[config.mk]
export PLATFORM = sky130hd
export DESIGN_NAME = dff_comb_pipe
export DESIGN_NICKNAME = d
export VERILOG_FILES = /design/src/rtl/dff_comb_pipe_pkg.sv /design/src/rtl/dff_comb_pipe_stage.sv /design/src/rtl/dff_comb_pipe.sv
export SDC_FILE = /design/constraint.sdc
export NUM_CORES = 1
export LEC_CHECK = 0
export CELL_PAD_IN_SITES_DETAIL_PLACEMENT = 1
export CELL_PAD_IN_SITES_GLOBAL_PLACEMENT = 2
export CORE_ASPECT_RATIO = 0.6
export CORE_MARGIN = 2
export CORE_UTILIZATION = 31
export CTS_CLUSTER_DIAMETER = 100
export DETAILED_ROUTE_END_ITERATION = 7
export PLACE_DENSITY_LB_ADDON = 0.05
export SETUP_SLACK_MARGIN = 0.2
export SYNTH_ARGS = -nofsm -noshare
export SYNTH_HDL_FRONTEND = slang
export SYNTH_SLANG_ARGS = --single-unit
[constraint.sdc]
create_clock -name clk -period 1.2 [get_ports clk]
set_input_delay 0.24 -clock clk [delete_from_list [all_inputs] [get_ports clk]]
set_output_delay 0.24 -clock clk [all_outputs]
set_load 0.02 [all_outputs]
[src/rtl/dff_comb_pipe_pkg.sv]
// Shared types and the stage-0 bitwise function for dff_comb_pipe.
// The function works at MAX_WIDTH bits; callers size operands and results with casts.
package dff_comb_pipe_pkg;

    localparam int MAX_WIDTH = 64;

    typedef enum logic [1:0] {
        MODE_OR_NOT = 2'd0,
        MODE_AND    = 2'd1,
        MODE_XOR    = 2'd2,
        MODE_PASS   = 2'd3
    } mode_e;

    function automatic logic [MAX_WIDTH-1:0] comb_fn(
        input mode_e                  mode,
        input logic [MAX_WIDTH-1:0]   b,
        input logic [MAX_WIDTH-1:0]   c
    );
        logic [MAX_WIDTH-1:0] res;
        case (mode)
            MODE_OR_NOT: res = b | ~c;
            MODE_AND:    res = b & c;
            MODE_XOR:    res = b ^ c;
            default:     res = b;
        endcase
        return res;
    endfunction

endpackage

[src/rtl/dff_comb_pipe_stage.sv]
// One pipeline register stage: valid plus data (and parity when DFF_COMB_PIPE_PARITY_EN).
// Data only loads on a valid beat so bubbles never toggle the data bits.
module dff_comb_stage #(
    parameter int WIDTH = 8
) (
    input  logic             clk,
    input  logic             rst_n,
    input  logic             i_en,
    input  logic             i_valid,
    input  logic [WIDTH-1:0] i_data,
`ifdef DFF_COMB_PIPE_PARITY_EN
    input  logic             i_par,
    output logic             o_par,
`endif
    output logic             o_valid,
    output logic [WIDTH-1:0] o_data
);

    logic             r_valid;
    logic [WIDTH-1:0] r_data;

    always_ff @(posedge clk or negedge rst_n) begin
        if (!rst_n) begin
            r_valid <= 1'b0;
            r_data  <= '0;
        end else if (i_en) begin
            r_valid <= i_valid;
            if (i_valid) begin
                r_data <= i_data;
            end
        end
    end

`ifdef DFF_COMB_PIPE_PARITY_EN
    logic r_par;

    always_ff @(posedge clk or negedge rst_n) begin
        if (!rst_n) begin
            r_par <= 1'b0;
        end else if (i_en && i_valid) begin
            r_par <= i_par;
        end
    end

    assign o_par = r_par;
`endif

    assign o_valid = r_valid;
    assign o_data  = r_data;

endmodule

[src/rtl/dff_comb_pipe.sv]
// Mode-selected bitwise function on two operands, carried through DEPTH valid/ready stages.
// Optional even-parity sideband enabled by DFF_COMB_PIPE_PARITY_EN. WIDTH must not exceed MAX_WIDTH.
module dff_comb_pipe
    import dff_comb_pipe_pkg::*;
#(
    parameter int WIDTH = 8,
    parameter int DEPTH = 2
) (
    input  logic             clk,
    input  logic             rst_n,
    input  logic             in_valid,
    output logic             in_ready,
    input  logic [WIDTH-1:0] in_b,
    input  logic [WIDTH-1:0] in_c,
    input  logic [1:0]       in_mode,
    output logic             out_valid,
    input  logic             out_ready,
    output logic [WIDTH-1:0] out_d
`ifdef DFF_COMB_PIPE_PARITY_EN
    ,
    output logic             out_par
`endif
);

    logic             w_stall;
    logic [WIDTH-1:0] w_func;

    logic             w_vld_in  [DEPTH];
    logic             w_vld_q   [DEPTH];
    logic [WIDTH-1:0] w_data_in [DEPTH];
    logic [WIDTH-1:0] w_data_q  [DEPTH];

    // The whole pipe moves in lockstep: any stall at the output freezes every stage.
    assign w_stall  = w_vld_q[DEPTH-1] & ~out_ready;
    assign in_ready = ~w_stall;

    assign w_func = WIDTH'(comb_fn(mode_e'(in_mode), MAX_WIDTH'(in_b), MAX_WIDTH'(in_c)));

`ifdef DFF_COMB_PIPE_PARITY_EN
    logic w_par_in [DEPTH];
    logic w_par_q  [DEPTH];
`endif

    for (genvar k = 0; k < DEPTH; k++) begin : g_stage
        if (k == 0) begin : g_head
            assign w_vld_in[k]  = in_valid;
            assign w_data_in[k] = w_func;
`ifdef DFF_COMB_PIPE_PARITY_EN
            assign w_par_in[k]  = ^w_func;
`endif
        end else begin : g_body
            assign w_vld_in[k]  = w_vld_q[k-1];
            assign w_data_in[k] = w_data_q[k-1];
`ifdef DFF_COMB_PIPE_PARITY_EN
            assign w_par_in[k]  = w_par_q[k-1];
`endif
        end

        dff_comb_stage #(.WIDTH(WIDTH)) u_stage (
            .clk     (clk),
            .rst_n   (rst_n),
            .i_en    (~w_stall),
            .i_valid (w_vld_in[k]),
            .i_data  (w_data_in[k]),
`ifdef DFF_COMB_PIPE_PARITY_EN
            .i_par   (w_par_in[k]),
            .o_par   (w_par_q[k]),
`endif
            .o_valid (w_vld_q[k]),
            .o_data  (w_data_q[k])
        );
    end

    assign out_valid = w_vld_q[DEPTH-1];
    assign out_d     = w_data_q[DEPTH-1];
`ifdef DFF_COMB_PIPE_PARITY_EN
    assign out_par   = w_par_q[DEPTH-1];
`endif

endmodule

==> flow_summary.yaml <==
clocking:
  cts_made_buffers: 3
  holdBufCountCts: 0
  clockRootBuffer: "clkbuf_8"
  clock_path_buffers: 2
  tritoncts: "yes"
  clk_latency_ps: 250
  cts.sinks: 18
  clk_pin_slew_ps: 70
  cts_max_level: 1
sta:
  finalHoldViolations: 0
  rsz0062_at_grt: "yes"
  final.setup_skew_ps: 1.58
  hold-worst-slack_ps: 323
  period_share_pct: 101
  worst_pin_slew_ps: 227
  fin_crit_ps: 1220
  setup_slack_ps: -17.1
  final-setup-viol-count: 2
  setup_tns_ps: -27.3
  fmaxAchievable_mhz: 822
  slew_headroom_pct: 84.4
  report.final.slew_viol_count: 0
pwr:
  comb_power_share_pct: 40.5
  clock_power_share_pct: 21.4
  p_seq_share_pct: 38.1
  peakVddDrop_mv: 0.875
  power_density_nw_per_um2: 1270
  switching_share_pct: 30.8
  intPower_mw: 1.59
  cellLeakagePower_nw: 0.881
  p_sw_mw: 0.710
  total_power_mw: 2.31
yosys:
  synth_top_family_by_area: "multiplexers"
  post-synth-top-area-cell: "dfrtp_1"
  ys_warn_count: 0
  netlist_instances: 94
  synth_xor_area_share_pct: 0
  synthesis.area_um2: 1180
  async_reset_ff_share_pct: 100
  synthAdderAreaFrac_pct: 17.0
  yosys.area_share.simple_pct: 3.29
  synth.distinct_cells: 17
  synthesis.nets: 132
  synth_top_area_share_pct: 38.2
  ys_seq_area_share_pct: 38.2
  synth_enable_flop_cells: 0
  yosysMostFrequentCell: "dfrtp_1"
  synthMuxAreaShare_pct: 23.7
  synth_seq_cells: 18
  synth_area_leaders: "dfrtp_1 (38%), ha_1 (17%), mux2_2 (14%)"
  avgSynthCellArea_um2: 12.5
  synth_compound_area_share_pct: 10.9
  synth_common_cells: "dfrtp_1 (18), ha_1 (16), mux2_2 (15)"
  synth-main-ff-cell: "dfrtp_1"
critical_path:
  critPathArrivalTime_ps: 1380
  worst-endpoint-required_ps: 1360
  r2r_setup_slack_ps: -20
  start_kind: "flop"
  critPathMaxStageDelay_ps: 380
  cp_max_fo: 8
  worstSetupEndpointType: "flop"
  crit_buf_inv: 1
  critPathSlowestCell: "dfrtp_2"
  path_cells: "nand2b_4 > buf_6 > and3b_2 > a221oi_2"
  path_delay_family: "flip-flops"
  criticalPathCategory: "flop to flop"
place:
  dpl_cell_area_um2: 1670
  pre_cts_slack_ps: -535
  gp_congestion: 0.703
  portBuffers: 31
  dp.cells: 182
  place_hpwl_um: 2170
die:
  row_count: 17
  io_pins: 32
  dieArea_um2: 4330
  coreArea_um2: 3660
  die_h_um: 51.8
  fp.dieW_um: 83.6
  initial_utilization_pct: 32.2
cells_and_area:
  diodes: 0
  area_growth_pct: 53.7
  postLayoutCoreUtil_pct: 49.5
  drive_above_1_share_pct: 47.9
  fin_nets: 183
  instances_no_fill: 191
  final_area_um2: 1810
grt:
  grt.overflow.total: 0
  track_usage_pct: 14.2
  grt_pass1_vias: 1002
  grt_antenna_before_repair: 0
  grt_pass1_wl_um: 4770
  grt_max_degree: 19
detailed_routing:
  vias: 900
  avgRoutedWirePerCell_um: 14.2
  ant_nets: 0
  viasPerCell: 4.71
  route.detailed.drc: 0
  drtIter0Drc: 7
  drtPass1Iterations: 2
  wl_um: 2720
run:
  maxCapViolations: 0
status:
  status: "complete, but fails checks"
  violations: "negative setup slack"
hold_path:
  hold_class: "input port to async pin"
-- power by group through the flow --
stage          registers, mW  logic, mW  clock network, mW
2_1_floorplan          0.980      0.350                  0
3_3_place_gp           0.860      0.859                  0
3_5_place_dp           0.869      0.884                  0
4_1_cts                0.880      0.935              0.505
5_1_grt                0.904       1.01              0.541
6_report               0.879      0.934              0.492
-- logic make-up after synthesis --
logic type / after synthesis
DFF: 18
AOI/OAI and AO/OA: 16
buffers and inverters: 14
muxes: 25
adders and majority gates: 16
and+or+nand+nor: 5
-- state kept, by name (all words and copies together), names as in the netlist --
name                     count
g_stage.u_stage.o_data      16
g_stage.u_stage.o_valid      2
-- worst paths after layout --
| path | end | from | cells after the start |
|---|---|---|---|
| worst max register to register | g_stage[0].u_stage.o_data[0]$_DFFE_PN0P_ | g_stage[1].u_stage.o_valid$_DFFE_PN0N_ | 4 |
| min in group clk | g_stage[1].u_stage.o_data[5]$_DFFE_PN0P_ | g_stage[0].u_stage.o_data[5]$_DFFE_PN0P_ | 1 |
| worst min register to register | g_stage[1].u_stage.o_data[5]$_DFFE_PN0P_ | g_stage[0].u_stage.o_data[5]$_DFFE_PN0P_ | 1 |
| worst max-delay path | g_stage[0].u_stage.o_data[0]$_DFFE_PN0P_ | g_stage[1].u_stage.o_valid$_DFFE_PN0N_ | 4 |
| max in group asynchronous | g_stage[1].u_stage.o_valid$_DFFE_PN0N_ | rst_n | 2 |
| worst min-delay path | g_stage[1].u_stage.o_data[0]$_DFFE_PN0P_ | rst_n | 2 |
-- placed cells by master, fill, tap and decap left out --
master and n:
a21oi_1 5, a21oi_2 3, a221oi_2 8, and3_4 1, and3b_2 1, buf_12 1
buf_2 1, buf_4 17, buf_6 11, bufbuf_16 1, clkbuf_8 4, clkdlybuf4s15_1 1
clkdlybuf4s50_1 3, dfrtp_1 17, dfrtp_2 1, dlygate4sd2_1 17, ha_1 16, inv_1 8
mux2_2 12, mux2_4 5, mux2i_1 7, mux2i_2 1, nand2_4 1, nand2b_1 1
nand2b_4 1
-- layout make-up --
class	count	area, um^2
multi-input combinational	62	718
timing repair buffer	52	498
clock buffer	4	55.1
inverter	8	30.0
fill	390	1850
sequential	18	452
tap	47	58.8
-- per-layer routing --
layer | GRT usage [%] | share of wire [%]
met4 | 4.03 | 1.3
met2 | 25.5 | 48
met5 | 0 | 0
met1 | 17.6 | 47
met3 | 3.17 | 3.4
-- repair_timing --
action,CTS,global route
pin swaps,9,1
resized for setup,80,8
setup endpoints to repair,27,27
gates cloned,1,0
buffers inserted,3,1
Power figures use the tool's default switching activity.
